$ cat src/rtl/maze_pkg.sv
// Shared maze geometry, tile codes, neighbour directions and wall-sense FSM states.
// Also used by the Pac-Man wall logic through maze_tile_addr.
package maze_pkg;

  localparam int MAZE_W     = 28;
  localparam int MAZE_H     = 36;
  localparam int TUNNEL_ROW = 17;
  localparam int ROM_AW     = 10;

  localparam logic [2:0] TILE_EMPTY = 3'd0;
  localparam logic [2:0] TILE_DOT   = 3'd1;
  localparam logic [2:0] TILE_POWER = 3'd2;
  localparam logic [2:0] TILE_WALL  = 3'd3;
  localparam logic [2:0] TILE_DOOR  = 3'd4;

  typedef enum logic [1:0] {
    DIR_UP = 2'd0,
    DIR_DN = 2'd1,
    DIR_LF = 2'd2,
    DIR_RT = 2'd3
  } dir_e;

  typedef enum logic [2:0] {
    IDLE   = 3'd0,
    ISS_UP = 3'd1,
    ISS_DN = 3'd2,
    ISS_LF = 3'd3,
    ISS_RT = 3'd4,
    CAP_RT = 3'd5
  } state_e;

  function automatic logic tile_blocked(input logic [2:0] code, input logic door_open);
    return (code == TILE_WALL) || ((code == TILE_DOOR) && !door_open);
  endfunction

endpackage

$ cat src/rtl/maze_tile_addr.sv
// Neighbour tile address for one direction, with tunnel wrap and edge/out-of-range walls.
// Forced-wall neighbours report address 0 so the ROM read is harmless.
module maze_tile_addr
  import maze_pkg::*;
(
  input  logic [5:0]        x,
  input  logic [5:0]        y,
  input  dir_e              dir,
  output logic [ROM_AW-1:0] addr,
  output logic              forced_wall
);

  localparam logic [5:0] X_LAST = 6'(MAZE_W - 1);
  localparam logic [5:0] Y_LAST = 6'(MAZE_H - 1);
  localparam logic [5:0] X_LIM  = 6'(MAZE_W);
  localparam logic [5:0] Y_LIM  = 6'(MAZE_H);
  localparam logic [5:0] TUN_Y  = 6'(TUNNEL_ROW);

  logic [5:0]        nx;
  logic [5:0]        ny;
  logic [ROM_AW-1:0] ny_ext;

  always_comb begin
    nx          = x;
    ny          = y;
    forced_wall = 1'b0;
    case (dir)
      DIR_UP: if (y == 6'd0) forced_wall = 1'b1; else ny = y - 6'd1;
      DIR_DN: if (y == Y_LAST) forced_wall = 1'b1; else ny = y + 6'd1;
      DIR_LF: begin
        if (x == 6'd0) begin
          if (y == TUN_Y) nx = X_LAST;
          else            forced_wall = 1'b1;
        end else begin
          nx = x - 6'd1;
        end
      end
      DIR_RT: begin
        if (x == X_LAST) begin
          if (y == TUN_Y) nx = 6'd0;
          else            forced_wall = 1'b1;
        end else begin
          nx = x + 6'd1;
        end
      end
      default: forced_wall = 1'b1;
    endcase
    if ((x >= X_LIM) || (y >= Y_LIM)) forced_wall = 1'b1;
  end

  // ny*28 as shift-and-add keeps the address path multiplier-free
  assign ny_ext = ROM_AW'(ny);
  assign addr   = forced_wall ? '0
                : (ny_ext << 4) + (ny_ext << 3) + (ny_ext << 2) + ROM_AW'(nx);

endmodule

$ cat src/rtl/maze_wall_sense.sv
// Ghost wall sensor: on a query, reads the four neighbour tiles from the maze ROM and
// returns registered wall flags with a one-cycle valid pulse at a fixed 5-edge latency.
module maze_wall_sense
  import maze_pkg::*;
(
  input  logic              clk,
  input  logic              rst_n,
  input  logic              query,
  input  logic [5:0]        tileX,
  input  logic [5:0]        tileY,
  input  logic              door_open,
  output logic [ROM_AW-1:0] rom_addr,
  input  logic [2:0]        rom_data,
  output logic              wallUp,
  output logic              wallDown,
  output logic              wallLeft,
  output logic              wallRight,
  output logic              valid,
  output logic              busy
);

  state_e            state_q, state_d;
  logic [5:0]        x_q, x_d;
  logic [5:0]        y_q, y_d;
  logic [ROM_AW-1:0] rom_addr_q, rom_addr_d;
  logic [2:0]        shadow_q, shadow_d;
  logic [3:0]        wall_q, wall_d;
  logic              valid_q, valid_d;
  logic              busy_q, busy_d;

  logic [5:0]        cur_x;
  logic [5:0]        cur_y;
  logic [ROM_AW-1:0] nb_addr [4];
  logic [3:0]        nb_forced;
  logic              rom_blocked;

  // The up address is issued on the accepting edge, before X/Y are latched
  assign cur_x = (state_q == IDLE) ? tileX : x_q;
  assign cur_y = (state_q == IDLE) ? tileY : y_q;

  generate
    for (genvar gi = 0; gi < 4; gi++) begin : g_nb
      localparam dir_e DIR = dir_e'(gi);
      maze_tile_addr u_addr (
        .x           (cur_x),
        .y           (cur_y),
        .dir         (DIR),
        .addr        (nb_addr[gi]),
        .forced_wall (nb_forced[gi])
      );
    end
  endgenerate

  assign rom_blocked = tile_blocked(rom_data, door_open);

  always_comb begin
    state_d    = state_q;
    x_d        = x_q;
    y_d        = y_q;
    rom_addr_d = rom_addr_q;
    shadow_d   = shadow_q;
    wall_d     = wall_q;
    valid_d    = 1'b0;
    busy_d     = busy_q;
    case (state_q)
      IDLE: begin
        if (query) begin
          x_d        = tileX;
          y_d        = tileY;
          rom_addr_d = nb_addr[DIR_UP];
          busy_d     = 1'b1;
          state_d    = ISS_UP;
        end
      end
      ISS_UP: begin
        rom_addr_d = nb_addr[DIR_DN];
        state_d    = ISS_DN;
      end
      ISS_DN: begin
        rom_addr_d           = nb_addr[DIR_LF];
        shadow_d[DIR_UP]     = nb_forced[DIR_UP] | rom_blocked;
        state_d              = ISS_LF;
      end
      ISS_LF: begin
        rom_addr_d           = nb_addr[DIR_RT];
        shadow_d[DIR_DN]     = nb_forced[DIR_DN] | rom_blocked;
        state_d              = ISS_RT;
      end
      ISS_RT: begin
        shadow_d[DIR_LF]     = nb_forced[DIR_LF] | rom_blocked;
        state_d              = CAP_RT;
      end
      CAP_RT: begin
        wall_d  = {nb_forced[DIR_RT] | rom_blocked, shadow_q};
        valid_d = 1'b1;
        busy_d  = 1'b0;
        state_d = IDLE;
      end
      default: begin
        busy_d  = 1'b0;
        state_d = IDLE;
      end
    endcase
  end

  always_ff @(posedge clk or negedge rst_n) begin
    if (!rst_n) begin
      state_q    <= IDLE;
      x_q        <= '0;
      y_q        <= '0;
      rom_addr_q <= '0;
      shadow_q   <= '0;
      wall_q     <= 4'b1111;
      valid_q    <= 1'b0;
      busy_q     <= 1'b0;
    end else begin
      state_q    <= state_d;
      x_q        <= x_d;
      y_q        <= y_d;
      rom_addr_q <= rom_addr_d;
      shadow_q   <= shadow_d;
      wall_q     <= wall_d;
      valid_q    <= valid_d;
      busy_q     <= busy_d;
    end
  end

  assign rom_addr  = rom_addr_q;
  assign wallUp    = wall_q[DIR_UP];
  assign wallDown  = wall_q[DIR_DN];
  assign wallLeft  = wall_q[DIR_LF];
  assign wallRight = wall_q[DIR_RT];
  assign valid     = valid_q;
  assign busy      = busy_q;

endmodule

$ cat config.mk
export PLATFORM = sky130hd
export DESIGN_NAME = maze_wall_sense
export DESIGN_NICKNAME = d
export VERILOG_FILES = /design/src/rtl/maze_pkg.sv /design/src/rtl/maze_tile_addr.sv /design/src/rtl/maze_wall_sense.sv
export SDC_FILE = /design/constraint.sdc
export NUM_CORES = 1
export LEC_CHECK = 0
export CORE_ASPECT_RATIO = 1.25
export CORE_MARGIN = 2
export CORE_UTILIZATION = 54
export DETAILED_ROUTE_END_ITERATION = 16
export PLACE_DENSITY = 0.78
export SYNTH_ARGS = -nofsm -noshare
export SYNTH_HDL_FRONTEND = slang
export SYNTH_SLANG_ARGS = --single-unit
$ cat constraint.sdc
create_clock -name clk -period 5.85 [get_ports clk]
set_clock_uncertainty 0.2 [all_clocks]
set_input_delay 0.585 -clock clk [delete_from_list [all_inputs] [get_ports clk]]
set_output_delay 0.585 -clock clk [all_outputs]
set_load 0.005 [all_outputs]
==> impl_metrics.ini, run 1 <==
[routing]
final_antenna_net_count = 0
num_vias = 3335
wl_per_cell_um = 16.73
via_per_inst = 5.934
dr.pass1.iters = 6
drt_wl_total_um = 9403
drc = 0
drt_iter0_markers = 217

[floorplanning]
core_um2 = 7357
rows = 35
die_h_um = 101.2
die_w_um = 81.79
pin_count = 35
start_util_pct = 55.51
fp.dieArea_um2 = 8279

[layout]
area_delta_synth_final_pct = 14.98
final_cell_mix = 57 x ha_1, 50 x inv_1, 34 x clkdlybuf4s50_1, 30 x dfrtp_1, 28 x xnor2_1
antenna_cells = 0
nets = 570
final_common_cell = ha_1
drive_above_1_share_pct = 10.64

[logic_synthesis]
synth_nets = 527
syn_avg_cell_area_um2 = 9.587
synth_area_leaders = dfrtp_1 18%, ha_1 17%, fa_1 12%
synth-seq-cells = 34
synth.largest_area_cell = dfrtp_1
yosysUniqueCellTypes = 57
synthArstFlopShare_pct = 100.0
yosys_warnings = 0
synth_edf_count = 0
synth_ff_type = dfrtp_1
synthesis.area_um2 = 4084
syn_inst = 426
synth_top_area_share_pct = 18.38
seq_area_frac_synth_pct = 20.96

[grt]
grt_pass1_vias = 3407
overflow = 0
grt_max_degree = 35
grt_usage_pct = 23.76
grt_pass1_wl_um = 15350
antenna_found_initial = 0

[clock_network]
cts_buffer_depth = 2
clock_latency_ns = 0.29
ctsResizeCount = 0
postCtsHoldBufs = 0
cts_tree = built
h-tree-depth = 2
post_cts_buffers = 0
cts_sinks = 34
root_buffer = clkbuf_8
numCtsBuffers = 5
path_clk_slew_ns = 0.07

[setup_path]
critical-path-top-delay-family = adder cells
cp-end-kind = flop
critPathMaxFanout = 9
worst-path-buf-inv = 3
slowest_stage = fa_1
crit_required_ns = 5.81
path_common_cell = inv_1
reg2reg_depth = 18
crit_path_start_kind = flop
cp_data_arrival_time_ns = 5.41
crit_type = reg2reg
crit_chain = nor3_4 -> mux2i_2 -> inv_1 -> ha_1 -> a21boi_0 -> xnor2_1 -> inv_1 -> fa_1 -> fa_1 -> inv_1 -> ha_1 -> a211oi_1 -> o21bai_1 -> a21oi_1 -> xnor2_1 -> a22o_1 -> a21oi_1 -> o211ai_1
critPathMaxStageDelay_ns = 0.55
worst-path-stages = 18

[timing]
setup_viol = 0
whs_ns = 0.2591
drv_slew = 0
hold_viol = 0
relSlewSlack_pct = 39.48
grt_setup_unrepaired = no
max_freq_ghz = 0.1835
fin_setup_tns_ns = 0
max_slew.worst_pin.slew_ns = 0.9044
fin_crit_ns = 5.450
min_period_over_period_pct = 93.16

[hold_path]
holdPathStages = 2
hold_class = reg2reg

[placement]
hpwl_um = 7832
place_congestion = 0.9040
io_buffers = 34

[flow_run]
maxCapViolations = 0

[outcome]
outcome = finished clean
-- per-layer routing --
layer / global-route usage (%) / up-vias / part of all wire (%)
li1: - / 1573 / -
met1: 25.44 / 1647 / 38
met2: 46.97 / 92 / 57
met3: 2.674 / 23 / 3.6
met4: 7.564 / 0 / 1.8
met5: 0 / - / 0
-- layout make-up --
class,count,area [µm²]
Multi-Input combinational cell,331,2983
Fill cell,614,2661
Sequential cell,34,855.8
Timing Repair Buffer,47,437.9
Inverter,50,187.7
Tap cell,92,115.1
Clock buffer,7,86.33
Clock inverter,1,30.03
-- worst paths after layout --
| path | to | start | slack, ns |
|---|---|---|---|
| worst max-delay path | rom_addr[9] | state_q[0] | 0.40 |
| worst min-delay path | wall_q[3] | wall_q[3] | 0.26 |
| worst max register to register | rom_addr[9] | state_q[0] | 0.40 |
| worst min register to register | wall_q[3] | wall_q[3] | 0.26 |
| max in group asynchronous | wall_q[2] | rst_n | 4.60 |
| min in group asynchronous | rom_addr[5] | rst_n | 0.51 |
-- per-stage QoR --
| stage | instances | util (%) | setup slack, ns | area, µm² |
|---|---|---|---|---|
| final | 562 | 63.83 | 0.3999 | 4696 |
| after global routing | 562 | 63.83 | 0.05884 | 4696 |
| after CTS | 562 | 63.78 | 0.3406 | 4692 |
| after detailed placement | 554 | 62.19 | 0.3409 | 4576 |
| after global placement | 554 | 62.19 | 0.4255 | 4576 |
| after floorplan | 426 | - | 0.2563 | 4084 |
-- kinds of logic after synthesis --
group	count (synthesis)	share of synthesized area [%]
DFF	34	20.96
muxes	29	7.659
and+or+nand+nor	81	10.05
AOI/OAI and AO/OA	99	16.94
buffers and inverters	61	6.097
adders and majority gates	82	29.72
xor gates and xnor gates	40	8.579
-- Yosys cell counts, types with 2 or more instances --
| library cell | number |
|---|---|
| ha_1 | 57 |
| inv_1 | 50 |
| dfrtp_1 | 30 |
| xnor2_1 | 28 |
| fa_1 | 25 |
| a21oi_1 | 24 |
| nand2_1 | 22 |
| nor2_1 | 20 |
| mux2_2 | 18 |
| o21ai_0 | 18 |
| nand3_1 | 14 |
| a21o_1 | 12 |
| xor2_1 | 12 |
| mux2i_1 | 11 |
| a211oi_1 | 6 |
| a222oi_1 | 6 |
| a2bb2oi_1 | 4 |
| clkbuf_1 | 4 |
| dfstp_2 | 4 |
| nor3_1 | 4 |
| o22a_1 | 4 |
| buf_4 | 3 |
| nand2b_1 | 3 |
| nand4_1 | 3 |
| o21a_1 | 3 |
| o21bai_1 | 3 |
| o221ai_1 | 3 |
| and3_1 | 2 |
| buf_1 | 2 |
| nor4b_1 | 2 |
| o211ai_1 | 2 |
| o41ai_1 | 2 |
-- registers in the layout, indices dropped and copies added (netlist names) --
signal and cells:
y_q 6, busy 1, wall_q 4, valid 1, state_q 3, x_q 6
shadow_q 3, rom_addr 10
-- worst min-delay path: stages (launching register included) --
cell     delay, ns
dfstp_2       0.37
nand2_1       0.05
nand2_1       0.04
Power of run 1 is left out: the tool's default activity adds up to more than one toggle a clock period on the data nets, which glitch-free logic cannot reach.
==> run 2, diff against run 1 <==
--- a/config.mk
+++ b/config.mk
@@ -7,9 +7,9 @@
 export LEC_CHECK = 0
 export CORE_ASPECT_RATIO = 1.25
 export CORE_MARGIN = 2
-export CORE_UTILIZATION = 54
+export CORE_UTILIZATION = 55
 export DETAILED_ROUTE_END_ITERATION = 16
-export PLACE_DENSITY = 0.78
+export PLACE_DENSITY = 0.76
 export SYNTH_ARGS = -nofsm -noshare
 export SYNTH_HDL_FRONTEND = slang
 export SYNTH_SLANG_ARGS = --single-unit
==> constraint.sdc (replaced) <==
create_clock -name clk -period 5.7 [get_ports clk]
set_clock_uncertainty 0.2 [all_clocks]
set_input_delay 0.57 -clock clk [delete_from_list [all_inputs] [get_ports clk]]
set_output_delay 0.57 -clock clk [all_outputs]
set_load 0.005 [all_outputs]
==> run 2 against run 1 <==
  * Count of clock-buffer cells in the layout unchanged
  * Utilization up 0.98 points
  * Fmax up 2.3%
  * Flip-flop and latch count unchanged
  * Hold slack better by 0.0012 ns
  * Sequential share of layout area down 0.058 points
  * Routed wire length down 2.3%
  * Via count down 0.63%
  * Critical path depth up 2
  * Largest cell class unchanged
  * Highest routed layer unchanged
==> impl_metrics.ini, run 2 (synthesized netlist as in run 1, its figures left out) <==
[outcome]
outcome = finished clean

[grt]
grt_max_degree = 35
use_met2_pct = 44.37
antenna_found_initial = 0
grt-busiest-layer = met2
grt_usage_pct = 24.06
grt_pass1_wl_um = 15280
overflow = 0
grt_pass1_vias = 3240
grt_use_met3_pct = 2.788
met1_usage_pct = 28.41

[layout]
largest_reg_flops = 10
nets = 571
drive_above_1_share_pct = 11.04
area_delta_synth_final_pct = 15.35
final_cell_mix = 57 x ha_1, 50 x inv_1, 34 x clkdlybuf4s50_1, 30 x dfrtp_1, 27 x xnor2_1
final_common_cell = ha_1
fillers = 601
antenna_cells = 0

[setup_path]
crit_type = reg2reg
crit_required_ns = 5.66
cp-end-kind = flop
cp_data_arrival_time_ns = 5.29
r2r_slack_ns = 0.37
critPathMaxFanout = 9
crit_path_start_kind = flop

[clock_network]
clock_latency_ns = 0.29
numCtsBuffers = 5
ctsResizeCount = 0
post_cts_buffers = 0
cts_tree = built
postCtsHoldBufs = 0
cts_sinks = 34
cts_buffer_depth = 2
root_buffer = clkbuf_8
path_clk_slew_ns = 0.07
h-tree-depth = 2

[timing]
min_period_over_period_pct = 93.50
hold_viol = 0
fin_crit_ns = 5.330
fin_setup_tns_ns = 0
relSlewSlack_pct = 37.23
setup_viol = 0
max_slew.worst_pin.slew_ns = 0.9381
grt_setup_unrepaired = no
max_freq_ghz = 0.1876
drv_slew = 0

[routing]
final_antenna_net_count = 0
num_vias = 3314
wl_per_cell_um = 16.32
dr.pass1.iters = 5
drt_wl_total_um = 9186
via_per_inst = 5.886
drc = 0
drt_iter0_markers = 401

[floorplanning]
core_um2 = 7269
die_h_um = 100.3
fp.dieArea_um2 = 8135
pin_count = 35
die_w_um = 81.07
start_util_pct = 56.18
rows = 35

[hold_path]
hold_class = reg2reg

[placement]
io_buffers = 34
place_congestion = 0.9449
hpwl_um = 7676

[flow_run]
maxCapViolations = 0
-- run 2: changes by cell type in the layout (fill, tap and decap cells not counted) --
cell	before	now
buf_4	13	14
xnor2_1	28	27
xnor2_2	0	1
-- run 2: per-layer routing --
| metal | routed length (µm) | vias up |
|---|---|---|
| li1 | - | 1573 |
| met1 | 3697 | 1626 |
| met2 | 4852 | 93 |
| met3 | 382 | 22 |
| met4 | 254 | 0 |
| met5 | 0 | - |
-- run 2: layout make-up --
cell class | count | area (µm²) | area share [%]
tap | 92 | 115.1 | 2.444
clock buffer | 7 | 86.33 | 1.833
clock inverter | 1 | 30.03 | 0.6374
inverter | 50 | 187.7 | 3.984
multi-input combinational | 331 | 2990 | 63.48
timing repair buffer | 48 | 445.4 | 9.456
sequential | 34 | 855.8 | 18.17
-- run 2: worst paths after layout --
| path | start | endpoint | cells past startpoint |
|---|---|---|---|
| hold / removal | wall_q[3] | wall_q[3] | 2 |
| setup reg to reg | state_q[0] | rom_addr[8] | 20 |
| max in group asynchronous | rst_n | wall_q[0] | 2 |
| min in group asynchronous | rst_n | rom_addr[4] | 2 |
| hold reg to reg | wall_q[3] | wall_q[3] | 2 |
| setup / recovery | state_q[0] | rom_addr[8] | 20 |
-- run 2: metrics by stage --
step                      cell area (µm²)  util [%]  cells  setup WS, ns  hold slack [ns]
after floorplan                      4084         -    426        0.1063          0.07441
after global placement               4583     63.05    555        0.4563           0.2421
after detailed placement             4583     63.05    555        0.2667           0.2512
after CTS                            4700     64.65    563        0.3036           0.2604
after global routing                 4711     64.80    563       0.02538           0.2804
final                                4711     64.80    563        0.3704           0.2603
-- run 2: worst max-delay path, stage by stage (launching register included) --
cell      delay (ns)
dfrtp_1         0.52
nor3_4          0.45
mux2_2          0.45
inv_1           0.09
ha_1            0.17
nand3_1         0.30
nand2_1         0.16
o21ai_0         0.08
buf_4           0.18
fa_1            0.56
fa_1            0.43
inv_1           0.09
ha_1            0.22
inv_1           0.07
fa_1            0.39
inv_1           0.07
a21o_1          0.10
a21oi_1         0.07
xnor2_1         0.13
a222oi_1        0.33
o21ai_0         0.14
Power of run 2 is left out for the same reason.
